[src/rtl/lfsr_stim_misr_bank_if.sv]
// Stimulus/response bundle between the LFSR/MISR harness and whoever drives it.
// The harness is the slave: it consumes run control and response, and produces stimulus and signature.
interface lfsr_stim_misr_bank_if #(
    parameter int NUM_CH     = 4,
    parameter int STIM_WIDTH = 56,
    parameter int RESP_WIDTH = 64
);
    logic                         start;
    logic                         pause;
    logic                         step;
    logic [RESP_WIDTH-1:0]        resp;
    logic [NUM_CH*STIM_WIDTH-1:0] stim;
    logic                         stim_valid;
    logic [RESP_WIDTH-1:0]        sig;
    logic                         done;
    logic [31:0]                  cycle_cnt;

    modport master (
        output start, pause, step, resp,
        input  stim, stim_valid, sig, done, cycle_cnt
    );

    modport slave (
        input  start, pause, step, resp,
        output stim, stim_valid, sig, done, cycle_cnt
    );
endinterface

[src/rtl/lfsr_stim_misr_bank.sv]
// Out-of-context harness: per-channel 64-bit LFSR stimulus and a rotate-XOR MISR
// that compacts the response over a bounded run, with start/pause/step control.
module lfsr_stim_misr_bank #(
    parameter int          NUM_CH     = 4,
    parameter int          STIM_WIDTH = 56,
    parameter int          RESP_WIDTH = 64,
    parameter logic [31:0] SEED       = 32'h0000_0000,
    parameter int unsigned RUN_LEN    = 1024
) (
    input logic                  clk,
    input logic                  reset,
    lfsr_stim_misr_bank_if.slave bus
);

    localparam int          WORDS    = (STIM_WIDTH + 63) / 64;
    localparam int          NW       = NUM_CH * WORDS;
    localparam logic [63:0] GOLDEN   = 64'h9E37_79B9_7F4A_7C15;
    localparam bit          FINITE   = (RUN_LEN != 0);
    localparam logic [31:0] LAST_CNT = FINITE ? 32'(RUN_LEN - 1) : 32'hFFFF_FFFF;

    typedef enum logic [1:0] {
        ST_IDLE = 2'd0,
        ST_RUN  = 2'd1,
        ST_DONE = 2'd2
    } state_t;

    // Word k of channel c sits at flat index c*WORDS+k; a zero seed would lock the LFSR.
    function automatic logic [NW*64-1:0] seed_vec();
        logic [NW*64-1:0] v;
        logic [63:0]      s;
        v = '0;
        for (int i = 0; i < NW; i++) begin
            s = GOLDEN ^ ({32'h0000_0000, SEED} << 16) ^ 64'(((i / WORDS) * 8) + (i % WORDS) + 1);
            v[i*64 +: 64] = (s == 64'h0) ? 64'h1 : s;
        end
        return v;
    endfunction

    function automatic logic [63:0] lfsr_next(input logic [63:0] s);
        return {s[62:0], s[63] ^ s[62] ^ s[60] ^ s[59]};
    endfunction

    function automatic logic [RESP_WIDTH-1:0] misr_next(input logic [RESP_WIDTH-1:0] s,
                                                        input logic [RESP_WIDTH-1:0] r);
        return {s[RESP_WIDTH-2:0], s[RESP_WIDTH-1]} ^ r;
    endfunction

    localparam logic [NW*64-1:0] SEEDS = seed_vec();

    state_t                 state_r;
    state_t                 state_s;
    logic                   load_s;
    logic                   adv_s;
    logic [NW*64-1:0]       lfsr_r;
    logic [NW*64-1:0]       lfsr_adv_s;
    logic [RESP_WIDTH-1:0]  sig_r;
    logic [31:0]            cnt_r;
    logic                   done_r;
    logic                   valid_r;

    // Next-state and datapath strobes; start outranks both advance and completion.
    always_comb begin
        state_s = state_r;
        load_s  = 1'b0;
        adv_s   = 1'b0;
        case (state_r)
            ST_IDLE: begin
                if (bus.start) begin
                    load_s  = 1'b1;
                    state_s = ST_RUN;
                end else begin
                    state_s = ST_IDLE;
                end
            end
            ST_RUN: begin
                if (bus.start) begin
                    load_s  = 1'b1;
                    state_s = ST_RUN;
                end else if (!bus.pause || bus.step) begin
                    adv_s = 1'b1;
                    if (FINITE && (cnt_r == LAST_CNT)) begin
                        state_s = ST_DONE;
                    end else begin
                        state_s = ST_RUN;
                    end
                end else begin
                    state_s = ST_RUN;
                end
            end
            ST_DONE: begin
                if (bus.start) begin
                    load_s  = 1'b1;
                    state_s = ST_RUN;
                end else begin
                    state_s = ST_DONE;
                end
            end
            default: begin
                state_s = ST_IDLE;
            end
        endcase
    end

    // One Fibonacci step for every LFSR word in every channel.
    always_comb begin
        lfsr_adv_s = lfsr_r;
        for (int w = 0; w < NW; w++) begin
            lfsr_adv_s[w*64 +: 64] = lfsr_next(lfsr_r[w*64 +: 64]);
        end
    end

    // FSM state register.
    always_ff @(posedge clk or negedge reset) begin
        if (!reset) begin
            state_r <= ST_IDLE;
        end else begin
            state_r <= state_s;
        end
    end

    // LFSR bank, signature and advance counter; all reload together on start.
    always_ff @(posedge clk or negedge reset) begin
        if (!reset) begin
            lfsr_r <= SEEDS;
            sig_r  <= '0;
            cnt_r  <= 32'h0000_0000;
        end else if (load_s) begin
            lfsr_r <= SEEDS;
            sig_r  <= '0;
            cnt_r  <= 32'h0000_0000;
        end else if (adv_s) begin
            lfsr_r <= lfsr_adv_s;
            sig_r  <= misr_next(sig_r, bus.resp);
            cnt_r  <= cnt_r + 32'h0000_0001;
        end else begin
            lfsr_r <= lfsr_r;
            sig_r  <= sig_r;
            cnt_r  <= cnt_r;
        end
    end

    // Status flags registered from the next state so they line up with state_r.
    always_ff @(posedge clk or negedge reset) begin
        if (!reset) begin
            done_r  <= 1'b0;
            valid_r <= 1'b0;
        end else begin
            done_r  <= (state_s == ST_DONE);
            valid_r <= (state_s == ST_RUN);
        end
    end

    // Channels are LSB-aligned over their words; bits beyond STIM_WIDTH stay internal.
    for (genvar c = 0; c < NUM_CH; c++) begin : g_ch
        assign bus.stim[c*STIM_WIDTH +: STIM_WIDTH] = lfsr_r[c*WORDS*64 +: STIM_WIDTH];
    end

    assign bus.stim_valid = valid_r;
    assign bus.sig        = sig_r;
    assign bus.done       = done_r;
    assign bus.cycle_cnt  = cnt_r;

endmodule

[src/flat_wrapper.sv]
// flat-port wrapper written by rule: the top's interface ports become plain ports
module lfsr_stim_misr_bank_flat 
#(
    parameter int          NUM_CH     = 4,
    parameter int          STIM_WIDTH = 56,
    parameter int          RESP_WIDTH = 64,
    parameter logic [31:0] SEED       = 32'h0000_0000,
    parameter int unsigned RUN_LEN    = 1024
)
  (clk, reset, bus_start, bus_pause, bus_step, bus_resp, bus_stim, bus_stim_valid, bus_sig, bus_done, bus_cycle_cnt);
  lfsr_stim_misr_bank_if #(.NUM_CH(NUM_CH), .STIM_WIDTH(STIM_WIDTH), .RESP_WIDTH(RESP_WIDTH)) bus_i ();
  input logic clk;
  input logic reset;
  input wire logic [$bits(bus_i.start)-1:0] bus_start;
  input wire logic [$bits(bus_i.pause)-1:0] bus_pause;
  input wire logic [$bits(bus_i.step)-1:0] bus_step;
  input wire logic [$bits(bus_i.resp)-1:0] bus_resp;
  output wire logic [$bits(bus_i.stim)-1:0] bus_stim;
  output wire logic [$bits(bus_i.stim_valid)-1:0] bus_stim_valid;
  output wire logic [$bits(bus_i.sig)-1:0] bus_sig;
  output wire logic [$bits(bus_i.done)-1:0] bus_done;
  output wire logic [$bits(bus_i.cycle_cnt)-1:0] bus_cycle_cnt;
  assign bus_i.start = bus_start;
  assign bus_i.pause = bus_pause;
  assign bus_i.step = bus_step;
  assign bus_i.resp = bus_resp;
  assign bus_stim = bus_i.stim;
  assign bus_stim_valid = bus_i.stim_valid;
  assign bus_sig = bus_i.sig;
  assign bus_done = bus_i.done;
  assign bus_cycle_cnt = bus_i.cycle_cnt;
  lfsr_stim_misr_bank #(.NUM_CH(NUM_CH), .STIM_WIDTH(STIM_WIDTH), .RESP_WIDTH(RESP_WIDTH), .SEED(SEED), .RUN_LEN(RUN_LEN)) u_core (.clk(clk), .reset(reset), .bus(bus_i));
endmodule
[config.mk]
export PLATFORM = sky130hd
export DESIGN_NAME = lfsr_stim_misr_bank_flat
export DESIGN_NICKNAME = d
export VERILOG_FILES = /design/src/rtl/lfsr_stim_misr_bank_if.sv /design/src/rtl/lfsr_stim_misr_bank.sv /design/src/flat_wrapper.sv
export SDC_FILE = /design/constraint.sdc
export NUM_CORES = 1
export LEC_CHECK = 0
export CORE_ASPECT_RATIO = 1.75
export CORE_MARGIN = 2
export CORE_UTILIZATION = 30
export DETAILED_ROUTE_END_ITERATION = 7
export SYNTH_ARGS = -nofsm -noshare
export SYNTH_HDL_FRONTEND = slang
export SYNTH_SLANG_ARGS = --single-unit
[constraint.sdc]
create_clock -name clk -period 2.6 [get_ports clk]
set_input_delay 0.26 -clock clk [delete_from_list [all_inputs] [get_ports clk]]
set_output_delay 0.26 -clock clk [all_outputs]
set_load 0.05 [all_outputs]
# Yosys cells after proc, flatten, opt, wreduce, memory -nomap -nowiden
# Cells that the tools add are included.
# op_classes
n_reduce_logical,5
n_mux,17
eq_ne,5
addsub,1
n_bitwise,13
# ops
op,n
$mux W256,2
$mux W64,2
$mux W32,2
$xor A64 B64 Y64,1
$add A32 B1 Y32 const B,1
$eq A32 B10 Y1 const B,1
$xor A1 B1 Y1,12
$mux W2,4
$mux W1,6
$pmux W2 S3,1
$eq A2 B1 Y1 const B,2
$eq A2 B2 Y1 const B,2
$reduce_or A3 Y1,1
$logic_not A2 Y1,1
$reduce_bool A2 Y1,1
$logic_not A1 Y1,1
$logic_or A1 B1 Y1,1
# word_totals
out_inout_bits,322
ff_bits,356
in_bits,69
wordCells,47

# Logic depth before layout (Yosys ltp)
# Gate-level depths: netlist (run 1).
# logic_depth
word_depth,7
depth_mapped,9
mapped_depth_nobuf,6

# Worst setup path before layout (run 1)
# Ideal clock, no wire load.
# synth_timing
path_kind,register to register
startpoint,register u_core.cnt_r[3] (netlist: u_core.bus.cycle_cnt[3])
endpoint,register u_core.cnt_r[23] (netlist: u_core.bus.cycle_cnt[23])
setup_ns,0.119
required_time_ns,2.481
arrival_ns,2.178
stages_incl_launch_ff,6
period_less_slack_ns,2.297
path_buffers,0
setup_slack_ns,0.303
cell_sequence,dfrtp_1 > nand4_1 > nor4_1 > nor4b_1 > xor2_1 > and2_1
# synth_via
elab_chain_cells,3
# synth_lines
item,line,source
"start, declared",lfsr_stim_misr_bank.sv:57,logic [31:0] cnt_r;
"start signal, assigned",lfsr_stim_misr_bank.sv:134,cnt_r <= cnt_r + 32'h0000_0001;
"start signal, assigned",lfsr_stim_misr_bank.sv:138,cnt_r <= cnt_r;
$add A32 B1 Y32,lfsr_stim_misr_bank.sv:134,
$mux W32,lfsr_stim_misr_bank.sv:131,end else if (adv_s) begin
$mux W32,lfsr_stim_misr_bank.sv:127,end else if (load_s) begin
# Every way passes these cells. The select of a mux whose other input is x is not followed.
# A chain may end at the register's enable or synchronous reset.

# Worst setup path after layout (run 1)
# layout_timing
startpoint,register u_core.lfsr_r[204]
endpoint,output port bus_stim[180]
# layout_lines
item,line,source
"start, declared",lfsr_stim_misr_bank.sv:54,logic [NW*64-1:0] lfsr_r;
"start signal, assigned",lfsr_stim_misr_bank.sv:132,lfsr_r <= lfsr_adv_s;
"start signal, assigned",lfsr_stim_misr_bank.sv:136,lfsr_r <= lfsr_r;
"end, declared",flat_wrapper.sv:18,output wire logic [$bits(bus_i.stim)-1:0] bus_stim;
# No word-level cell between the ends.

==> results of run 1 <==
through the flow:
stage / setup WS [ns] / total power [W]
2_1_floorplan: 0.303 / 0.00980
3_3_place_gp: 0.244 / 0.0110
3_5_place_dp: 0.255 / 0.0110
4_1_cts: 0.285 / 0.0168
5_1_grt: 0.235 / 0.0172
6_report: 0.358 / 0.0165
cell type report:
type                            count  area share [%]
Clock buffer                       47            5.12
Multi-Input combinational cell    691            23.0
Clock inverter                     19            1.25
Tap cell                          678            4.20
Inverter                            2          0.0372
Timing Repair Buffer              423            21.3
Sequential cell                   356            45.1
Yosys cell counts (all sizes together) (2+ instances only):
library cell and number:
o22ai 2, xor2 17, inv 2, or3 7, and4 4, dfstp 148
nor4 12, a22o 104, buf 234, and3 4, clkbuf 82, dfrtp 208
nand4 18, and2 3, o41ai 2, o22a 112, a21oi 6, o21ai 75
nor2 28, nand3 110, nor3 6, xnor2 84, nand2 88
flip-flops by register name, indices dropped and copies added, names as in the netlist:
name	flops
u_core.state_r	2
u_core.bus.cycle_cnt	32
u_core.bus.stim_valid	1
u_core.bus.sig	64
u_core.lfsr_r	256
u_core.bus.done	1
final timing paths:
check | start | cells after the start | to | slack, ns
min in group clk | bus_resp[47] | 3 | u_core.bus.sig[47]$_DFFE_PN0P_ | 0.38
setup / recovery | u_core.lfsr_r[204]$_DFFE_PN1P_ | 1 | bus_stim[180] | 0.36
setup reg to reg | u_core.bus.cycle_cnt[3]$_DFFE_PN0P_ | 5 | u_core.bus.cycle_cnt[22]$_DFFE_PN0P_ | 0.49
hold / removal | reset | 2 | u_core.lfsr_r[105]$_DFFE_PN0P_ | 0.31
max in group asynchronous | reset | 3 | u_core.lfsr_r[228]$_DFFE_PN1P_ | 1.41
hold reg to reg | u_core.lfsr_r[250]$_DFFE_PN1P_ | 2 | u_core.lfsr_r[251]$_DFFE_PN1P_ | 0.49
power by group through the flow:
stage	clock network (W)	logic, W	registers [W]
floorplan	0	0.00258	0.00722
global placement	0	0.00410	0.00685
detailed placement	0	0.00414	0.00686
CTS	0.00582	0.00415	0.00678
global route	0.00605	0.00430	0.00685
finish	0.00565	0.00410	0.00677
cell families (layout without fill, tap and decap cells):
kind of cell	count (synthesis)	in the layout
flip-flops	356	356
XOR/XNOR	101	101
AO/OA/AOI/OAI	304	304
adder cells (fa/ha/maj)	1	1
buffers and inverters	318	491
AND/OR/NAND/NOR	285	285
metal layers:
layer / track usage (%) / up-vias / share of wire [%]
met5: 0 / - / 0
met4: 6.23 / 0 / 3.6
met3: 3.33 / 78 / 6.5
met2: 26.5 / 370 / 51
met1: 17.5 / 5326 / 39
li1: - / 4870 / -
==> out/metrics.cfg, run 1 <==
[clock_network]
cts_hold_buf=1
clock-sinks=356
cts_tree=yes
numCtsBuffers=36
post_cts_buffers=0
insertion_delay_ns=0.53
clockBufferDepth=3
htree_levels=2
cts_resized=0
clk_pin_slew_ns=0.06
cts.root.buffer_cell=clkbuf_16

[die]
die_h_um=307
die_w_um=177
dieArea_sq_mm=0.0544
initial_core_util_pct=30.2
num_rows=111
io_pins=391
core_area_sq_mm=0.0521

[timing]
min_period_over_period_pct=86.2
drv_slew=0
tns_ns=0
worst_slew_pin_slew_ns=0.883
rsz0062_at_grt=no
slew_headroom_pct=41.1
hold_viol=0
setup_viol=0
fmax_mhz=446
fin_skew_ns=0.0155
hold-worst-slack_ns=0.310
min_period_ns=2.24

[pwr]
p_sw_w=0.00550
pwr_density_cell_mw_per_mm2=819
clockPowerShare_pct=34.2
p_int_w=0.0110
p_seq_share_pct=41.0
combPwrFrac_pct=24.8
power_leakage_nw=8.00
ir_worst_vdd_uv=427
netSwitchingFraction_pct=33.3

[cells_and_area]
nNetsFinal=1580
antenna_cells=0
layout_common_cells=clkdlybuf4s50_1, dfrtp_1, dfstp_2
utilization_pct=38.7
filler_cell_count=5013
fin_area_sq_mm=0.0202
final_common_cell=clkdlybuf4s50_1
stdcell_count=2216
syn_to_final_growth_pct=28.1
regArea_sq_mm=0.00909
drive_above_1_share_pct=16.3
multi_input_area_sq_mm=0.00464

[critical_path]
worstSetupPathType=reg -> out
slowest_delay_ns=0.91
endpoint_kind=output pin
worst-path-buf-inv=1
cp.required_ns=2.34
path_cells=clkdlybuf4s50_1
startpoint_type=flop
worstPathArrival_ns=1.98
cpLargestDelayFamily=buffers and inverters
cp_max_fo=3
cp_slowest_cell=clkdlybuf4s50_1

[route]
finalWirelength_um=42100
drtPass1Iterations=4
drtIter0Drc=462
num_vias=10600
via_per_inst=4.80
drc=0
ant_nets=0
wire_per_inst_um=19.0

[logic_synthesis]
synth-compound-area-share_pct=14.9
ys_seq_area_share_pct=57.7
ys_seq_elements=356
synthSimpleGateAreaFrac_pct=8.64
synth_mux_area_share_pct=0
ys.flop_type=dfrtp_1
synthesis.area_sq_mm=0.0158
synth_warnings=0
async_flop_share_pct=100
synthXorXnorAreaFrac_pct=5.62
ys_types=35
synth_edf_count=0
synthAdderAreaFrac_pct=0.0794
synthesis.instances=1365
avgSynthCellArea_sq_um=11.5
synth.area.top_cells=dfrtp_1, dfstp_2, buf_4
synth_top_family_by_area=compound AO/OA/AOI/OAI gates
syn_nets=1435
yosys.area.top_type=dfrtp_1
synth_top_cell_area_share_pct=33.0

[placement]
placed_area_sq_mm=0.0189
gp_congestion=0.876
dp_cells=2149
port_buffers=390
hpwl_um=28400

[grt]
grt_max_degree=147
grt_antenna_before_repair=0
grt_pass1_wl_um=64400
grt_pass1_vias=10900
grt-ovfl-total=0
grt_use_total_pct=15.1

[hold_path]
hp-class=in -> async

[run]
drv_cap=0

[outcome]
status=complete, no violations

Power figures use the tool's default switching activity.
==> inputs of run 2 (changes only) <==
--- a/config.mk
+++ b/config.mk
@@ -7,8 +7,9 @@
 export LEC_CHECK = 0
 export CORE_ASPECT_RATIO = 1.75
 export CORE_MARGIN = 2
-export CORE_UTILIZATION = 30
+export CORE_UTILIZATION = 34
 export DETAILED_ROUTE_END_ITERATION = 7
+export HOLD_SLACK_MARGIN = 0.1
 export SYNTH_ARGS = -nofsm -noshare
 export SYNTH_HDL_FRONTEND = slang
 export SYNTH_SLANG_ARGS = --single-unit
==> out/metrics.cfg, run 2 (synthesis results as in run 1) <==
[clock_network]
numCtsBuffers=36  ; unchanged
clockBufferDepth=3  ; unchanged
htree_levels=2  ; unchanged
cts.root.buffer_cell=clkbuf_16
clk_pin_slew_ns=0.06  ; about the same
clock-sinks=356  ; unchanged
cts_resized=0  ; unchanged
cts_tree=yes
insertion_delay_ns=0.52  ; about the same

[timing]
fmax_mhz=424  ; -5.0%
min_period_over_period_pct=90.7  ; +4.5 points
worst_slew_pin_slew_ns=1.02  ; +0.135 ns
fin_skew_ns=0.0176  ; +0.00204 ns
drv_slew=0  ; unchanged
min_period_ns=2.36  ; +0.117 ns
slew_headroom_pct=32.1  ; -9.0 points
rsz0062_at_grt=no
hold-worst-slack_ns=0.312  ; +0.00252 ns
setup_viol=0  ; unchanged
hold_viol=0  ; unchanged

[critical_path]
reg2reg_slack_ns=0.24  ; -0.25 ns
startpoint_type=flop
cp.required_ns=3.03  ; +0.69 ns
r2r_start=u_core.state_r[1]$_DFF_PN0_
reg2reg_depth=5  ; unchanged
cp_max_fo=10  ; +7
rr_endpoint=u_core.bus.cycle_cnt[27]$_DFFE_PN0P_
endpoint_kind=flop
worstSetupPathType=reg -> reg
critPathLaunch=u_core.state_r[1]$_DFF_PN0_
worstPathArrival_ns=2.79  ; +0.81 ns

[route]
drtIter0Drc=541  ; +17%
via_per_inst=5.02  ; +4.5%
num_vias=10700  ; +0.23%
drc=0  ; unchanged
drtPass1Iterations=5  ; +1
wire_per_inst_um=19.2  ; +1.0%
ant_nets=0  ; unchanged
finalWirelength_um=40900  ; -3.1%

[placement]
dp_cells=2061  ; -4.1%
port_buffers=390  ; unchanged
gp_congestion=0.866  ; -1.2%
hpwl_um=28300  ; -0.43%
placed_area_sq_mm=0.0188  ; -0.20%

[cells_and_area]
regArea_sq_mm=0.00909  ; unchanged
antenna_cells=0  ; unchanged
stdcell_count=2126  ; -4.1%
largest_reg_flops=256  ; unchanged
multi_input_area_sq_mm=0.00465  ; about the same
syn_to_final_growth_pct=27.0
filler_cell_count=4380  ; -13%
drive_above_1_share_pct=16.3  ; about the same
final_common_cell=clkdlybuf4s50_1
nNetsFinal=1587  ; +0.44%
largest-register=u_core.lfsr_r
fin_area_sq_mm=0.0200  ; -0.84%
layout_common_cells=clkdlybuf4s50_1, dfrtp_1, dfstp_2

[pwr]
power_leakage_nw=7.98  ; -0.23%
ir_worst_vdd_uv=635  ; +48%
pwr_density_cell_mw_per_mm2=799  ; -2.4%

[outcome]
status=complete, no violations

[hold_path]
hp-class=in -> async

[grt]
met3_usage_pct=3.56  ; +0.24 points
grt_pass1_vias=10800  ; -0.80%
grt_antenna_before_repair=0  ; unchanged
grt_use_met1_pct=19.5  ; +2.0 points
grt-ovfl-total=0  ; unchanged
grt_pass1_wl_um=63900  ; -0.78%
grtUsageMet2_pct=29.9  ; +3.4 points
grt_max_degree=111  ; -24%
grt_use_total_pct=16.6  ; +1.5 points
grt_busiest_layer=met2

[die]
initial_core_util_pct=34.3  ; +4.0 points
dieArea_sq_mm=0.0481  ; -12%
core_area_sq_mm=0.0459  ; -12%
num_rows=104  ; -6.3%
die_h_um=289  ; -6.0%
io_pins=391  ; unchanged
die_w_um=167  ; -5.9%

[run]
drv_cap=0  ; unchanged

[run 2: changes by cell type in the layout (fill, tap and decap cells not counted), sizes merged]
cell | before | now
buf | 33 | 40
bufinv | 5 | 1
clkbuf | 47 | 53
clkinvlp | 2 | 1
inv | 6 | 3
[run 2: cell type report]
| type | instances | area share [%] |
|---|---|---|
| repair buffers | 430 | 21.9 |
| multi-input cells | 691 | 23.2 |
| clock inverters | 11 | 0.438 |
| well taps | 583 | 3.65 |
| inverters | 2 | 0.0375 |
| clock buffers | 53 | 5.33 |
| flip-flops and latches | 356 | 45.5 |
[run 2: worst max path at each step]
stage	to	slack, ns	cells past startpoint
finish	u_core.bus.cycle_cnt[27]$_DFFE_PN0P_	0.24	5
global route	u_core.bus.cycle_cnt[28]$_DFFE_PN0P_	0.07	5
CTS	u_core.bus.cycle_cnt[28]$_DFFE_PN0P_	0.18	5
detailed placement	u_core.bus.sig[42]$_DFFE_PN0P_	-0.14	5
global placement	u_core.bus.sig[27]$_DFFE_PN0P_	-0.05	5
floorplan	u_core.bus.cycle_cnt[23]$_DFFE_PN0P_	0.30	5
[run 2: worst max-delay path: stages, from the launching register on]
cell and delay, ns:
dfrtp_1 0.43, nand2b_1 0.35, or3_4 0.48, or3_1 0.49, or3_1 0.38, a21oi_1 0.15
[run 2: metal layers]
metal | part of all wire (%) | wire [um] | vias up
li1 | - | - | 4881
met1 | 39 | 15900 | 5350
met2 | 52 | 21300 | 367
met3 | 6.0 | 2430 | 70
met4 | 3.1 | 1250 | 0
met5 | 0 | 0 | -
[run 2: what timing repair did]
item                      4_1_cts  5_1_grt
buffers inserted                0        0
hold buffers                    1        0
hold endpoints to repair       37        0
[run 2: per-stage QoR]
stage	power (W)	setup TNS, ns	worst slack [ns]	utilization, %
floorplan	0.00980	0	0.303	-
global placement	0.0110	-1.13	-0.0541	41.0
detailed placement	0.0110	-3.27	-0.140	41.0
CTS	0.0163	0	0.182	43.6
global route	0.0167	0	0.0737	43.6
finish	0.0160	0	0.241	43.6
[run 2: power by group]
group / leakage, nW / total (W) / internal, W / switching (W)
Sequential: 4.26 / 0.00676 / 0.00624 / 0.000522
Combinational: 3.15 / 0.00411 / 0.00145 / 0.00266
Clock: 0.573 / 0.00511 / 0.00295 / 0.00216
Total: 7.98 / 0.0160 / 0.0106 / 0.00534
==> inputs of run 3 (changes only) <==
--- a/config.mk
+++ b/config.mk
@@ -5,10 +5,12 @@
 export SDC_FILE = /design/constraint.sdc
 export NUM_CORES = 1
 export LEC_CHECK = 0
+export ABC_AREA = 1
 export CORE_ASPECT_RATIO = 1.75
 export CORE_MARGIN = 2
 export CORE_UTILIZATION = 34
 export DETAILED_ROUTE_END_ITERATION = 7
+export GPL_TIMING_DRIVEN = 0
 export HOLD_SLACK_MARGIN = 0.1
 export SYNTH_ARGS = -nofsm -noshare
 export SYNTH_HDL_FRONTEND = slang
==> out/metrics.cfg, run 3 <==
[outcome]
status=complete, no violations

[route]
dr_wl_met3_um=2770  ; +14%
drtIter0Drc=652  ; +21%
ant_nets=0  ; unchanged
route.met2.wl_um=24500  ; +15%
dr.max_layer_used=met4
via_per_inst=4.52  ; -10%
finalWirelength_um=46900  ; +15%
drtPass1Iterations=5  ; unchanged
wire_per_inst_um=16.8  ; -13%
met1Wirelength_um=18000  ; +13%
drc=0  ; unchanged
num_vias=12600  ; +18%

[cells_and_area]
final_common_cell=clkdlybuf4s50_1
drive_above_1_share_pct=24.3  ; +8.1 points
filler_cell_count=4725  ; +7.9%
syn_to_final_growth_pct=36.2
nNetsFinal=2186  ; +38%
layout_common_cells=clkdlybuf4s50_1, inv_1, buf_4
antenna_cells=0  ; unchanged
largest-register=u_core.lfsr_r
largest_reg_flops=256  ; unchanged

[die]
die_w_um=171  ; +2.6%
num_rows=107  ; +2.9%
io_pins=391  ; unchanged
core_area_sq_mm=0.0485  ; +5.5%
dieArea_sq_mm=0.0507  ; +5.4%
die_h_um=296  ; +2.7%
initial_core_util_pct=34.3  ; about the same

[timing]
min_period_over_period_pct=87.9  ; -2.8 points
min_period_ns=2.29  ; -0.0734 ns
rsz0062_at_grt=no
hold-worst-slack_ns=0.380  ; +0.0676 ns
setup_viol=0  ; unchanged
hold_viol=0  ; unchanged
drv_slew=0  ; unchanged
fin_skew_ns=0.0151  ; -0.00246 ns
fmax_mhz=438  ; +3.2%
slew_headroom_pct=40.4  ; +8.3 points
worst_slew_pin_slew_ns=0.894  ; -0.124 ns

[clock_network]
numCtsBuffers=36  ; unchanged
clockBufferDepth=3  ; unchanged
insertion_delay_ns=0.53  ; about the same
cts_tree=yes
clk_pin_slew_ns=0.06  ; about the same
cts_resized=0  ; unchanged
clock-sinks=356  ; unchanged
htree_levels=2  ; unchanged
cts.root.buffer_cell=clkbuf_16

[pwr]
pwr_density_cell_mw_per_mm2=797  ; -0.26%
fin_total_pwr_w=0.0180  ; +13%
ir_worst_vdd_uv=460  ; -27%
power_leakage_nw=10.4  ; +30%

[logic_synthesis]
synthesis.area_sq_mm=0.0166  ; +5.5%
async_flop_share_pct=100  ; unchanged
synth_top_cell_area_share_pct=31.3  ; -1.7 points
ys_types=34  ; -2.9%
synth_warnings=0  ; unchanged
ys_seq_area_share_pct=54.7  ; -3.0 points
synthesis.instances=1685  ; +23%
yosys-top-cells-count=inv_1, buf_4, dfrtp_1
synthSimpleGateAreaFrac_pct=7.54  ; -1.1 points
yosysMostFrequentCell=inv_1
ys.flop_type=dfrtp_1
synthXorXnorAreaFrac_pct=3.90  ; -1.7 points
synth_mux_area_share_pct=0  ; unchanged
synth.area.top_cells=dfrtp_1, dfstp_2, buf_4
ys_seq_elements=356  ; unchanged
avgSynthCellArea_sq_um=9.86  ; -15%
yosys.area.top_type=dfrtp_1
syn_nets=1755  ; +22%
synth_top_family_by_area=buffers and inverters
synth-compound-area-share_pct=14.5  ; -0.48 points
synth_edf_count=0  ; unchanged
synthAdderAreaFrac_pct=0.0753  ; -0.0041 points

[grt]
grt_antenna_before_repair=0  ; unchanged
grt_use_total_pct=18.6  ; +2.0 points
grt_pass1_wl_um=73600  ; +15%
grt_pass1_vias=13200  ; +22%
grt_max_degree=127  ; +14%
grt-ovfl-total=0  ; unchanged

[critical_path]
startpoint_type=flop
endpoint_kind=output pin
critPathLaunch=u_core.lfsr_r[194]$_DFFE_PN1P_
reg2reg_depth=8  ; +3
reg2reg_slack_ns=0.51  ; +0.27 ns
cp.required_ns=2.34  ; -0.69 ns
worstPathArrival_ns=2.03  ; -0.76 ns
cp_max_fo=3  ; -7
rr_endpoint=u_core.lfsr_r[64]$_DFFE_PN0P_
r2r_start=u_core.state_r[0]$_DFF_PN0_
worstSetupPathType=reg -> out

[hold_path]
hp-class=in -> reg
hold_path_end=u_core.bus.sig[33]$_DFFE_PN0P_
worstHoldPathCells=3
hp-start=bus_resp[33]

[placement]
gp_congestion=0.855  ; -1.3%
hpwl_um=34700  ; +23%
port_buffers=390  ; unchanged

[run]
drv_cap=0  ; unchanged

-- run 3: cell types whose count changed after synthesis, moves of 34 or more --
cell	delta
a22o_1	-103
nor2_1	+49
o21ai_1	+82
a21oi_1	+36
clkbuf_1	-61
o21ai_0	-49
nand3_1	-88
a22oi_1	+90
inv_1	+264
buf_2	+34
o22a_1	-112
o22ai_1	+96
nand2_1	+92
-- run 3: worst max-delay path by stage --
stage | end | slack (ns)
floorplan | u_core.bus.cycle_cnt[24]$_DFFE_PN0P_ | 0.70
global placement | u_core.bus.sig[5]$_DFFE_PN0P_ | -14.02
detailed placement | u_core.lfsr_r[64]$_DFFE_PN0P_ | -0.08
CTS | bus_stim[170] | 0.26
global route | bus_stim[170] | 0.26
finish | bus_stim[170] | 0.31
-- run 3: cell families after synthesis --
family / Yosys count
flops: 356
buf+inv: 575
simple gates: 306
fa+ha+maj: 1
compound gates: 373
xor+xnor: 74
-- run 3: what timing repair did --
action,CTS,global route
setup buffers,0,0
hold buffers,1,0
endpoints found under the hold margin,61,0
-- run 3: worst max-delay path: stages, from the launching register on --
cell and delay, ns:
dfstp_2 0.55, buf_4 0.10, clkdlybuf4s50_1 0.84
-- run 3: final cells by class --
class / count / area, sq um / area share, %
inverter: 272 / 1020 / 4.51
buffer: 303 / 2180 / 9.64
multi-input combinational: 754 / 4320 / 19.1
sequential: 356 / 9090 / 40.2
clock buffer: 52 / 1080 / 4.78
clock inverter: 14 / 139 / 0.614
timing repair buffer: 393 / 3970 / 17.6
tap: 654 / 818 / 3.62
-- run 3: stage by stage --
step / std cells / cell area [sq um] / setup WS, ns / utilization [%] / setup TNS, ns
after floorplan: 1685 / 16600 / 0.699 / - / 0
after global placement: 2729 / 21300 / -14.02 / 44.0 / -4281.27
after detailed placement: 2731 / 21400 / -0.0800 / 44.1 / -0.0800
after CTS: 2798 / 22600 / 0.262 / 46.7 / 0
after global routing: 2798 / 22600 / 0.264 / 46.7 / 0
final: 2798 / 22600 / 0.315 / 46.7 / 0
-- run 3: power breakdown --
group	total [W]	switching, W	internal, W
logic	0.00581	0.00363	0.00217
clock network	0.00538	0.00226	0.00311
registers	0.00684	0.000461	0.00638
-- run 3: routing by layer --
layer	vias to the layer above	global-route usage (%)
li1	6081	-
met1	6113	21.4
met2	358	33.4
met3	83	4.31
met4	0	6.95
met5	-	0
